`src/rtl/fft4_pkg.sv`:
```
`default_nettype none
// +------------------------------------------------------------------+
// | fft4_pkg : shared types and helpers for the 4-point FFT front end |
// | Revision : 1.0                                                   |
// +------------------------------------------------------------------+
package fft4_pkg;

  localparam int N_POINTS = 4;
  localparam int CPLX_W   = 8;
  localparam int MAX_W    = 32;

  typedef struct packed {
    logic signed [CPLX_W-1:0] re;
    logic signed [CPLX_W-1:0] im;
  } cplx_t;

  function automatic logic [1:0] bitrev2(input logic [1:0] idx);
    return {idx[0], idx[1]};
  endfunction

  // Maps the most negative w-bit value onto its symmetric neighbour.
  function automatic logic signed [MAX_W-1:0] sym_clip(input logic signed [MAX_W-1:0] x,
                                                       input int unsigned w);
    logic signed [MAX_W-1:0] most_neg;
    most_neg = {MAX_W{1'b1}} << (w - 1);
    return (x == most_neg) ? x + 32'sd1 : x;
  endfunction

endpackage
`default_nettype wire

```
`src/rtl/fft4_frame_bank.sv`:
```
`default_nettype none
// +------------------------------------------------------------------+
// | fft4_frame_bank : one frame of N_POINTS complex registers with    |
// |                   slot-addressed write and parallel read          |
// | Revision        : 1.0                                            |
// +------------------------------------------------------------------+
module fft4_frame_bank
  import fft4_pkg::*;
#(
  parameter int DATA_WIDTH = 8
) (
  input  logic                           clk,
  input  logic                           rst,
  input  logic                           we_i,
  input  logic [1:0]                     slot_i,
  input  logic [DATA_WIDTH-1:0]          re_i,
  input  logic [DATA_WIDTH-1:0]          im_i,
  output logic [N_POINTS*DATA_WIDTH-1:0] rd_re_o,
  output logic [N_POINTS*DATA_WIDTH-1:0] rd_im_o
);

  for (genvar k = 0; k < N_POINTS; k++) begin : g_slot
    logic [DATA_WIDTH-1:0] re_q;
    logic [DATA_WIDTH-1:0] im_q;

    always_ff @(posedge clk) begin
      if (rst) begin
        re_q <= '0;
        im_q <= '0;
      end else if (we_i && (slot_i == 2'(k))) begin
        re_q <= re_i;
        im_q <= im_i;
      end
    end

    assign rd_re_o[k*DATA_WIDTH +: DATA_WIDTH] = re_q;
    assign rd_im_o[k*DATA_WIDTH +: DATA_WIDTH] = im_q;
  end

endmodule
`default_nettype wire

```
`src/rtl/fft4_in_buf.sv`:
```
`default_nettype none
// +------------------------------------------------------------------+
// | fft4_in_buf : bit-reversing ping-pong input frame buffer          |
// |               Option macro: FFT4_IN_SAT_EN (symmetric saturation) |
// | Revision    : 1.0                                                |
// +------------------------------------------------------------------+
module fft4_in_buf #(
  parameter int DATA_WIDTH = 8,
  parameter int N_POINTS   = 4
) (
  input  logic                           clk,
  input  logic                           rst,
  input  logic                           in_valid,
  output logic                           in_ready,
  input  logic [DATA_WIDTH-1:0]          in_real,
  input  logic [DATA_WIDTH-1:0]          in_imag,
  output logic                           out_valid,
  input  logic                           out_ready,
  output logic [N_POINTS*DATA_WIDTH-1:0] out_real,
  output logic [N_POINTS*DATA_WIDTH-1:0] out_imag
);
  import fft4_pkg::*;

  logic                           wr_bank_q, wr_bank_d;
  logic                           rd_bank_q, rd_bank_d;
  logic [1:0]                     wr_idx_q, wr_idx_d;
  logic [1:0]                     bank_full_q, bank_full_d;
  logic                           w_accept, w_consume, w_wrap;
  logic [DATA_WIDTH-1:0]          w_st_re, w_st_im;
  logic [N_POINTS*DATA_WIDTH-1:0] w_b_re [2];
  logic [N_POINTS*DATA_WIDTH-1:0] w_b_im [2];

  assign in_ready  = !bank_full_q[wr_bank_q];
  assign out_valid = bank_full_q[rd_bank_q];
  assign w_accept  = in_valid && in_ready;
  assign w_consume = out_valid && out_ready;
  assign w_wrap    = w_accept && (wr_idx_q == 2'd3);

`ifdef FFT4_IN_SAT_EN
  assign w_st_re = DATA_WIDTH'(sym_clip(MAX_W'($signed(in_real)), DATA_WIDTH));
  assign w_st_im = DATA_WIDTH'(sym_clip(MAX_W'($signed(in_imag)), DATA_WIDTH));
`else
  assign w_st_re = in_real;
  assign w_st_im = in_imag;
`endif

  // A filling bank is never full and a draining bank always is, so set/clear never collide.
  always_comb begin
    wr_idx_d    = wr_idx_q;
    wr_bank_d   = wr_bank_q;
    rd_bank_d   = rd_bank_q;
    bank_full_d = bank_full_q;
    if (w_accept) begin
      wr_idx_d = wr_idx_q + 2'd1;
    end
    if (w_wrap) begin
      bank_full_d[wr_bank_q] = 1'b1;
      wr_bank_d              = !wr_bank_q;
    end
    if (w_consume) begin
      bank_full_d[rd_bank_q] = 1'b0;
      rd_bank_d              = !rd_bank_q;
    end
  end

  always_ff @(posedge clk) begin
    if (rst) begin
      wr_idx_q    <= 2'd0;
      wr_bank_q   <= 1'b0;
      rd_bank_q   <= 1'b0;
      bank_full_q <= 2'b00;
    end else begin
      wr_idx_q    <= wr_idx_d;
      wr_bank_q   <= wr_bank_d;
      rd_bank_q   <= rd_bank_d;
      bank_full_q <= bank_full_d;
    end
  end

  for (genvar b = 0; b < 2; b++) begin : g_bank
    fft4_frame_bank #(
      .DATA_WIDTH (DATA_WIDTH)
    ) u_bank (
      .clk     (clk),
      .rst     (rst),
      .we_i    (w_accept && (wr_bank_q == 1'(b))),
      .slot_i  (bitrev2(wr_idx_q)),
      .re_i    (w_st_re),
      .im_i    (w_st_im),
      .rd_re_o (w_b_re[b]),
      .rd_im_o (w_b_im[b])
    );
  end

  assign out_real = rd_bank_q ? w_b_re[1] : w_b_re[0];
  assign out_imag = rd_bank_q ? w_b_im[1] : w_b_im[0];

endmodule
`default_nettype wire
```
`config.mk`:
```
export PLATFORM = sky130hd
export DESIGN_NAME = fft4_in_buf
export DESIGN_NICKNAME = d
export VERILOG_FILES = /design/src/rtl/fft4_pkg.sv /design/src/rtl/fft4_frame_bank.sv /design/src/rtl/fft4_in_buf.sv
export SDC_FILE = /design/constraint.sdc
export NUM_CORES = 1
export LEC_CHECK = 0
export ABC_CLOCK_PERIOD_IN_PS = 1700
export CORE_MARGIN = 10
export CORE_UTILIZATION = 50
export DETAILED_ROUTE_END_ITERATION = 12
export GPL_ROUTABILITY_DRIVEN = 0
export PLACE_DENSITY_LB_ADDON = 0.1
export SLEW_MARGIN = 40
export SYNTH_ARGS = -nofsm -noshare
export SYNTH_HDL_FRONTEND = slang
export SYNTH_SLANG_ARGS = --single-unit
```
`constraint.sdc`:
```
create_clock -name clk -period 1.7 [get_ports clk]
set_clock_uncertainty 0.2 [all_clocks]
set_input_delay 0.255 -clock clk [delete_from_list [all_inputs] [get_ports clk]]
set_output_delay 0.255 -clock clk [all_outputs]
set_load 0.02 [all_outputs]
```
==> flow_summary.yaml <==
floorplan:
  ioPinCount: 86
  start_util: 0.5142
  coreArea_mm2: 0.01152
  chipWidth_um: 128.8
  die-height_um: 128.8
  die-area_mm2: 0.01660
  rows: 39
layout:
  fin_util: 0.6779
  register_area_mm2: 0.002689
  fill_cells: 904
  fin_nets: 799
  drive_gt1_frac: 0.3164
  layout_commonest_cell: "nand2_1"
  area_growth_pct: 31.82
  diodes: 0
  layout_common_cells: "nand2_1 (251), dfxtp_1 (131), a21oi_1 (111)"
  multi_input_area_mm2: 0.002955
global_routing:
  grt_use_total: 0.2047
  grt_pass1_wl_mm: 26.88
  grt_overflow: 0
  antenna_found_initial: 0
  grt_max_degree: 32
  grt_pass1_vias: 5075
logic_synthesis:
  yosysSeqAreaShare: 0.4530
  synth_top_area_frac: 0.4530
  yosys-top-cells-area: "dfxtp_1 (45%), nand2_1 (16%), mux2_2 (12%)"
  yosysTopAreaCell: "dfxtp_1"
  syn_area_mm2: 0.005922
  ys_types: 30
  syn_area_per_cell_um2: 8.521
  yosys_warnings: 0
  synth_fp_nets: 719
  synth_seq_cells: 134
  syn_inst: 695
pwr:
  power_density_mw_per_mm2: 922.8
  p_leak_uw: 0.002991
  total_power_uw: 7204
  vdd_drop_max_mv: 0.7469
worst_setup_path:
  timing.setup.critical_path_class: "flip-flop to output port"
  end_kind: "output port"
  cp_data_required_time_ns: 1.24
  start_kind: "flip-flop"
  cp_max_fo: 7
  cp.arrival_ns: 1.64
routing:
  viasPerCell: 5.412
  vias: 5033
  wl_mm: 16.98
  ant_nets: 0
  drc: 0
  wl_per_cell_um: 18.26
  drt-initial-drc-count: 387
  firstDrtPassIters: 5
hold_path:
  hold_path_class: "input pin to flip-flop"
cts:
  ctsLongestPathBuffers: 2
  clock_latency_ns: 0.42
  cts_sinks: 134
  cts-root-buf: "clkbuf_16"
  htree_levels: 4
  clk_pin_slew_worst_paths_ns: 0.06
  cts_buffers: 17
  cts_tree: "done"
sta:
  slew_viol_final: 0
  worst_slew_pin_slew_ns: 0.4723
  rsz0062_at_grt: "true"
  fmax_ghz: 0.4783
  layout_min_cycle_time_ns: 2.091
  hold_viol_final: 0
  maxSlewHeadroom: 0.6841
  finalCritPeriodShare: 1.230
  setup_slack_ns: -0.3908
  setup_viol: 65
job:
  cap_violations: 0
place:
  port_buffers: 85
  post-dp-hpwl_mm: 10.54
status:
  outcome: "finished with violations"
  violations: "negative setup slack"
==> cell type report <==
cell class,count,area share
clock buffers,27,0.06443
inverters,3,0.001443
repair buffers,133,0.1856
well taps,143,0.02292
flip-flops and latches,134,0.3444
multi-input cells,486,0.3786
clock inverters,4,0.002565
==> metrics by stage <==
step | instances | setup TNS, ns | setup WS [ns] | cell area [um^2] | hold WS [ns]
global route | 930 | -22.04 | -0.4196 | 7806 | 0.05739
detailed placement | 889 | -30.22 | -0.3067 | 6945 | 0.2445
global placement | 889 | -26.58 | -0.2939 | 6945 | 0.2385
floorplan | 695 | 0 | 0.01597 | 5922 | 0.1737
CTS | 934 | -22.17 | -0.3847 | 7805 | 0.04444
finish | 930 | -19.57 | -0.3908 | 7806 | 0.04974
==> state kept, by name, indices dropped and copies added, names as in the netlist <==
signal,count
g_bank.u_bank.g_slot.im_q,64
g_bank.u_bank.g_slot.re_q,64
bank_full_q,2
wr_idx_q,2
rd_bank_q,1
wr_bank_q,1
==> path summary, 6_finish.rpt <==
path	from	endpoint	slack [ns]	cells past startpoint
worst max-delay path	rd_bank_q$_SDFFE_PP0P_	out_real[19]	-0.39	5
worst min-delay path	rst	g_bank[1].u_bank.g_slot[0].re_q[6]$_SDFFE_PP0P_	0.05	2
worst max register to register	wr_idx_q[1]$_SDFFE_PP0P_	g_bank[1].u_bank.g_slot[2].re_q[2]$_SDFFE_PP0P_	0.09	6
worst min register to register	g_bank[0].u_bank.g_slot[1].im_q[5]$_SDFFE_PP0P_	g_bank[0].u_bank.g_slot[1].im_q[5]$_SDFFE_PP0P_	0.25	2
==> routing by layer <==
metal / GRT usage / vias up / wire [um]
li1: - / 2443 / -
met1: 0.2489 / 2403 / 7294
met2: 0.3422 / 163 / 8384
met3: 0.05585 / 24 / 1104
met4: 0.07090 / 0 / 197
met5: 0 / - / 0
==> logic make-up (layout without fill, tap and decap cells) <==
logic type / Yosys count / after routing / synth area share
AO/OA/AOI/OAI: 136 / 136 / 0.1280
adder cells (fa/ha/maj): 4 / 4 / 0.008452
buffers and inverters: 75 / 167 / 0.08050
flip-flops: 134 / 134 / 0.4530
multiplexers: 66 / 66 / 0.1253
AND/OR/NAND/NOR: 280 / 280 / 0.2047
==> cell usage after synthesis <==
cell type,instances
nand2b_1,1
o31ai_1,1
nand2_1,251
buf_4,19
nand3_1,1
nand2_2,6
nand4b_2,4
a21oi_1,113
nor2_1,3
a311oi_1,1
and4bb_2,3
a21oi_2,19
buf_1,2
dfxtp_1,134
buf_6,8
and2_1,1
and4bb_1,1
buf_2,23
and4b_1,4
mux2_2,65
buf_8,1
nand4b_1,1
o21ai_0,2
mux2i_1,1
inv_1,3
ha_1,4
buf_12,1
nand4bb_1,4
clkbuf_1,12
clkbuf_2,6
==> report_power, final <==
part | internal [uW] | total (uW) | switching, uW | leakage, uW
Sequential | 3210 | 3240 | 37.7 | 0.00108
Combinational | 309 | 700 | 392 | 0.00165
Clock | 2000 | 3260 | 1260 | 0.000261
==> critical path, cell delays in order (launching register included) <==
cell and delay [ns]:
dfxtp_4 0.35, buf_12 0.13, buf_8 0.13, buf_16 0.15, mux2_4 0.31, buf_6 0.13
==> what timing repair did <==
item	CTS	global route
setup buffers	10	1
cloned	5	0
hold buffers	0	0
pin swaps	0	2
resized for setup	401	33
endpoints found under the setup margin	66	114
Power figures use the tool's default switching activity.
